==> src/rtl/traffic_pkg.sv <==
// rtl/traffic_pkg.sv - light encoding and request-FSM state shared with the traffic-light fsm
package traffic_pkg;

    localparam logic [1:0] LIGHT_RED = 2'b00;
    localparam logic [1:0] LIGHT_N   = 2'b01;
    localparam logic [1:0] LIGHT_W   = 2'b10;

    typedef enum logic [1:0] {
        IDLE = 2'd0,
        REQ  = 2'd1,
        WAIT = 2'd2
    } req_state_t;

    // Direction index 0 is north, 1 is west.
    function automatic logic [1:0] own_green(input logic dir);
        return dir ? LIGHT_W : LIGHT_N;
    endfunction

endpackage

==> src/rtl/req_debounce.sv <==
// rtl/req_debounce.sv - 2-flop synchronizer plus consecutive-high debounce with one-shot detect
module req_debounce #(
    parameter int DEB_CYCLES = 4
) (
    input  logic clk,
    input  logic reset,
    input  logic raw,
    output logic detect
);

    logic       sync1;
    logic       sync2;
    logic [3:0] cnt;

    // Strobe is combinational so the consumer registers it on the edge the count reaches DEB_CYCLES.
    assign detect = sync2 && (cnt == 4'(DEB_CYCLES - 1));

    always_ff @(posedge clk or negedge reset) begin
        if (!reset) begin
            sync1 <= 1'b0;
            sync2 <= 1'b0;
            cnt   <= 4'd0;
        end else begin
            sync1 <= raw;
            sync2 <= sync1;
            if (!sync2) begin
                cnt <= 4'd0;
            end else if (cnt != 4'(DEB_CYCLES)) begin
                cnt <= cnt + 4'd1;
            end
        end
    end

endmodule

==> src/rtl/traffic_req_gen.sv <==
// rtl/traffic_req_gen.sv - debounced north/west request pulses with retry until the fsm serves them
import traffic_pkg::*;

module traffic_req_gen #(
    parameter int DEB_CYCLES   = 4,
    parameter int RETRY_CYCLES = 8
) (
    input  logic       clk,
    input  logic       reset,
    input  logic       n_raw,
    input  logic       w_raw,
    input  logic [1:0] light,
    output logic       n,
    output logic       w,
    output logic       n_pend,
    output logic       w_pend
);

    logic [1:0] detect;
    logic [1:0] req;
    logic [1:0] grant;

    req_state_t state_q [2];
    req_state_t state_d [2];
    logic [7:0] retry_q [2];
    logic [7:0] retry_d [2];
    logic [1:0] pend_q;
    logic [1:0] pend_d;
    logic [1:0] pulse_q;
    logic [1:0] pulse_d;
    logic       toggle_q;
    logic       toggle_d;

    req_debounce #(.DEB_CYCLES(DEB_CYCLES)) u_deb_n (
        .clk    (clk),
        .reset  (reset),
        .raw    (n_raw),
        .detect (detect[0])
    );

    req_debounce #(.DEB_CYCLES(DEB_CYCLES)) u_deb_w (
        .clk    (clk),
        .reset  (reset),
        .raw    (w_raw),
        .detect (detect[1])
    );

    always_comb begin
        req[0] = (state_q[0] == REQ);
        req[1] = (state_q[1] == REQ);
        // toggle_q low favours north; it only moves when both directions contend.
        grant[0] = req[0] && (!req[1] || !toggle_q);
        grant[1] = req[1] && (!req[0] || toggle_q);
        toggle_d = toggle_q ^ (req[0] && req[1]);

        for (int d = 0; d < 2; d++) begin
            state_d[d] = state_q[d];
            retry_d[d] = retry_q[d];
            pend_d[d]  = pend_q[d];
            pulse_d[d] = 1'b0;
            case (state_q[d])
                IDLE: begin
                    if (detect[d] && (light != own_green(d[0]))) begin
                        pend_d[d]  = 1'b1;
                        state_d[d] = REQ;
                    end
                end
                REQ: begin
                    if (grant[d]) begin
                        pulse_d[d] = 1'b1;
                        retry_d[d] = 8'(RETRY_CYCLES);
                        state_d[d] = WAIT;
                    end
                end
                WAIT: begin
                    // Service takes priority over the retry expiring on the same edge.
                    if (light == own_green(d[0])) begin
                        pend_d[d]  = 1'b0;
                        state_d[d] = IDLE;
                    end else begin
                        retry_d[d] = retry_q[d] - 8'd1;
                        if (retry_q[d] == 8'd1) begin
                            state_d[d] = REQ;
                        end
                    end
                end
                default: state_d[d] = IDLE;
            endcase
        end
    end

    always_ff @(posedge clk or negedge reset) begin
        if (!reset) begin
            for (int d = 0; d < 2; d++) begin
                state_q[d] <= IDLE;
                retry_q[d] <= 8'd0;
            end
            pend_q   <= 2'b00;
            pulse_q  <= 2'b00;
            toggle_q <= 1'b0;
        end else begin
            for (int d = 0; d < 2; d++) begin
                state_q[d] <= state_d[d];
                retry_q[d] <= retry_d[d];
            end
            pend_q   <= pend_d;
            pulse_q  <= pulse_d;
            toggle_q <= toggle_d;
        end
    end

    assign n      = pulse_q[0];
    assign w      = pulse_q[1];
    assign n_pend = pend_q[0];
    assign w_pend = pend_q[1];

endmodule

==> config.mk <==
export PLATFORM = sky130hd
export DESIGN_NAME = traffic_req_gen
export DESIGN_NICKNAME = d
export VERILOG_FILES = /design/src/rtl/traffic_pkg.sv /design/src/rtl/req_debounce.sv /design/src/rtl/traffic_req_gen.sv
export SDC_FILE = /design/constraint.sdc
export NUM_CORES = 1
export LEC_CHECK = 0
export ABC_AREA = 1
export CORE_MARGIN = 5
export CORE_UTILIZATION = 59
export DETAILED_ROUTE_END_ITERATION = 6
export PLACE_DENSITY = 0.78
export REMOVE_ABC_BUFFERS = 1
export SLEW_MARGIN = 20
export SYNTH_ARGS = -nofsm -noshare
export SYNTH_HDL_FRONTEND = slang
export SYNTH_SLANG_ARGS = --single-unit
==> constraint.sdc <==
create_clock -name clk -period 1.7 [get_ports clk]
set_input_delay 0.51 -clock clk [delete_from_list [all_inputs] [get_ports clk]]
set_output_delay 0.51 -clock clk [all_outputs]
set_load 0.02 [all_outputs]
==> run_results.csv, run 1 <==
group,metric,value,unit
run_status,status,"finished, final reports clean",
clocking,clock_latency,0.35,ns
clocking,cts_sinks,37,
placed_design,gp_congestion,0.840,
clocking,cts-root-buf,"clkbuf_4",
clocking,cts_htree_levels,2,
critical_path,cp_slowest_cell,"dfrtp_1",
sta,worst_slew_pin_slew,0.462,ns
placed_design,dpl.cell_count,306,
critical_path,critPathRequiredTime,1.19,ns
cells_and_area,diodes,0,
sta,setup_tns,0,ns
grt,grt_use_total,18.2,%
cells_and_area,final_layout_size_suffix_gt1_share,10.1,%
grt,grt_max_degree,38,
cells_and_area,finalInstanceArea,2190,um^2
critical_path,critPathMaxFanout,2,
logic_synthesis,ys.warnings.count,0,
cells_and_area,register_area,926,um^2
sta,period_share,94.0,%
critical_path,arrival,1.09,ns
sta,max_slew_margin,69.2,%
routing,wl_per_cell,10.9,um
critical_path,reg2reg_depth,5,
logic_synthesis,syn_area,1960,um^2
cells_and_area,multi_input_area,868,um^2
routing,viasPerCell,5.04,
floorplan,dieArea,4570,um^2
clocking,cts_made_buffers,5,
min_path,hp-class,"in -> async",
sta,hold_viol,0,
clocking,post_cts_buffers,0,
grt,first_global_vias,1548,
placed_design,place_area,2110,um^2
clocking,path_clk_slew,0.11,ns
pwr,leakage,1.16,nW
cells_and_area,nets,281,
cells_and_area,layoutNonFillerInstCount,314,
routing,firstDrtPassIters,4,
job,drv_cap,0,
logic_synthesis,avgSynthCellArea,7.84,um^2
floorplan,initial_core_util,59.7,%
critical_path,path_delay_family,"flip-flops",
logic_synthesis,syn_inst,250,
sta,fin_crit,1.60,ns
routing,dr_total_vias,1584,
sta,rsz0062_at_grt,"no",
critical_path,r2r_slack,0.39,ns
critical_path,path_cells,"dlygate4sd2_1",
routing,postRouteAntennaNets,0,
critical_path,end_kind,"primary output",
pwr,power.density,1600,nW/um^2
clocking,cts_tree,"done",
critical_path,r2r_end,"retry_q[2]",
logic_synthesis,synth-seq-cells,37,
sta,fmax,626,MHz
grt,grt_overflow,0,
pwr,irDropWorstVdd,775,uV
grt,grt_antenna_before_repair,0,
routing,drc,0,
grt,grt_pass1_wl,6.22,mm
logic_synthesis,synthDistinctLibCells,20,
critical_path,cp_num_cells,1,
floorplan,core_area,3280,um^2
clocking,cts_buffer_depth,2,
sta,setup_viol,0,
placed_design,portBuffers,9,
critical_path,worstPathBufferInverterCount,1,
cells_and_area,nFillCells,290,
critical_path,start_kind,"register",
cells_and_area,areaGrowthSynthToFinish,11.7,%
floorplan,die_h,67.6,um
logic_synthesis,ys_seq_area_share,47.3,%
critical_path,reg2reg_from,"retry_q[0]",
critical_path,max_stage_delay,0.41,ns
routing,first_iter_violations,88,
floorplan,die_w,67.6,um
sta,report.final.slew_viol_count,0,
placed_design,dp_hpwl,2.55,mm
critical_path,criticalPathCategory,"reg -> out",
floorplan,ioPinCount,10,
floorplan,core.rowCount,21,
routing,drt-total-wl,3.43,mm
sta,finClkSkew,0.0113,ns
kinds of logic (layout without fill, tap and decap cells):
kind of cell,count (synthesis),in the layout,share of synthesized area [%]
and+or+nand+nor,132,132,31.2
buffers and inverters,44,62,8.43
DFF,37,37,47.3
AOI/OAI and AO/OA,28,28,7.54
adders and majority gates,8,8,5.11
xor gates and xnor gates,1,1,0.447
final cells by class:
cell class                      instances  share of cell area, %
Timing Repair Buffer                   10                   4.00
Inverter                               44                   7.54
Clock inverter                          1                   1.37
Clock buffer                            7                   2.51
Sequential cell                        37                   42.3
Tap cell                               46                   2.63
Multi-Input combinational cell        169                   39.7
cell usage in the layout, fill, tap and decap left out, drive strengths merged, types with 4 or more instances in the layout:
master	count
nand2	63
inv	44
dfrtp	37
nand3	29
nor2	29
o21ai	24
nand4	9
ha	8
clkbuf	7
clkdlybuf4s50	4
dlygate4sd2	4
timing repair:
item / in CTS / in global routing
hold buffers: 0 / 0
setup endpoints to repair: 4 / 0
endpoints found under the hold margin: 0 / 0
resized for setup: 4 / 0
Yosys cell counts, drive strengths merged:
| library cell | instances | area, um^2 |
|---|---|---|
| a21oi | 2 | 10.0 |
| dfrtp | 37 | 926 |
| ha | 8 | 100 |
| inv | 44 | 165 |
| nand2 | 63 | 272 |
| nand3 | 29 | 145 |
| nand4 | 9 | 56.3 |
| nor2 | 29 | 126 |
| o21ai | 24 | 124 |
| o22ai | 1 | 6.26 |
| o31ai | 1 | 7.51 |
| or2 | 2 | 12.5 |
| xor2 | 1 | 8.76 |
worst register-to-register path, stage by stage (launching register included):
cell	delay, ns
dfrtp_1	0.39
inv_1	0.09
ha_1	0.27
or2_2	0.29
nand4_1	0.08
o21ai_0	0.08
sequential cells by signal (all words and copies together) (netlist names):
| signal | flops |
|---|---|
| pend_q | 2 |
| pulse_q | 2 |
| retry_q | 16 |
| state_q | 4 |
| toggle_q | 1 |
| u_deb_n.cnt | 4 |
| u_deb_n.sync1 | 1 |
| u_deb_n.sync2 | 1 |
| u_deb_w.cnt | 4 |
| u_deb_w.sync1 | 1 |
| u_deb_w.sync2 | 1 |
metal layers:
metal / up-vias / part of all wire (%) / wire (um) / global-route usage (%)
met5: - / 0 / 0 / 0
met4: 0 / 2.2 / 74 / 8.86
met3: 8 / 3.7 / 128 / 4.16
met2: 28 / 48 / 1650 / 31.0
met1: 714 / 46 / 1580 / 21.5
li1: 834 / - / - / -
per-stage QoR:
step           utilization, %  power, mW  setup WS (ns)  hold slack (ns)
6_report                 66.7       3.51          0.102            0.181
3_3_place_gp             64.2       2.86        0.00791            0.333
5_1_grt                  66.7       3.85         0.0531            0.214
4_1_cts                  66.7       3.54         0.0860            0.189
3_5_place_dp             64.2       2.90        -0.0297            0.337
2_1_floorplan               -       2.52          0.500            0.214
report_power, final:
| group | switching [mW] | internal, mW |
|---|---|---|
| Sequential | 0.226 | 1.15 |
| Clock | 0.295 | 0.351 |
| Combinational | 0.984 | 0.505 |
| Total | 1.50 | 2.00 |
worst max-delay path by stage:
stage,endpoint,slack [ns],from
6_report,w_pend,0.10,pend_q[1]
5_1_grt,w_pend,0.05,pend_q[1]
4_1_cts,w_pend,0.09,pend_q[1]
3_5_place_dp,retry_q[3],-0.03,light[0]
3_3_place_gp,retry_q[6],0.008,light[0]
2_1_floorplan,retry_q[10],0.50,retry_q[8]
No activity file was read; power rests on OpenSTA's default activity.
==> run 2: changes to the inputs <==
- CAP_MARGIN: unset -> 25
==> results of run 2 <==
Same layout as run 1: the final DEF is identical, and so are final timing and power.
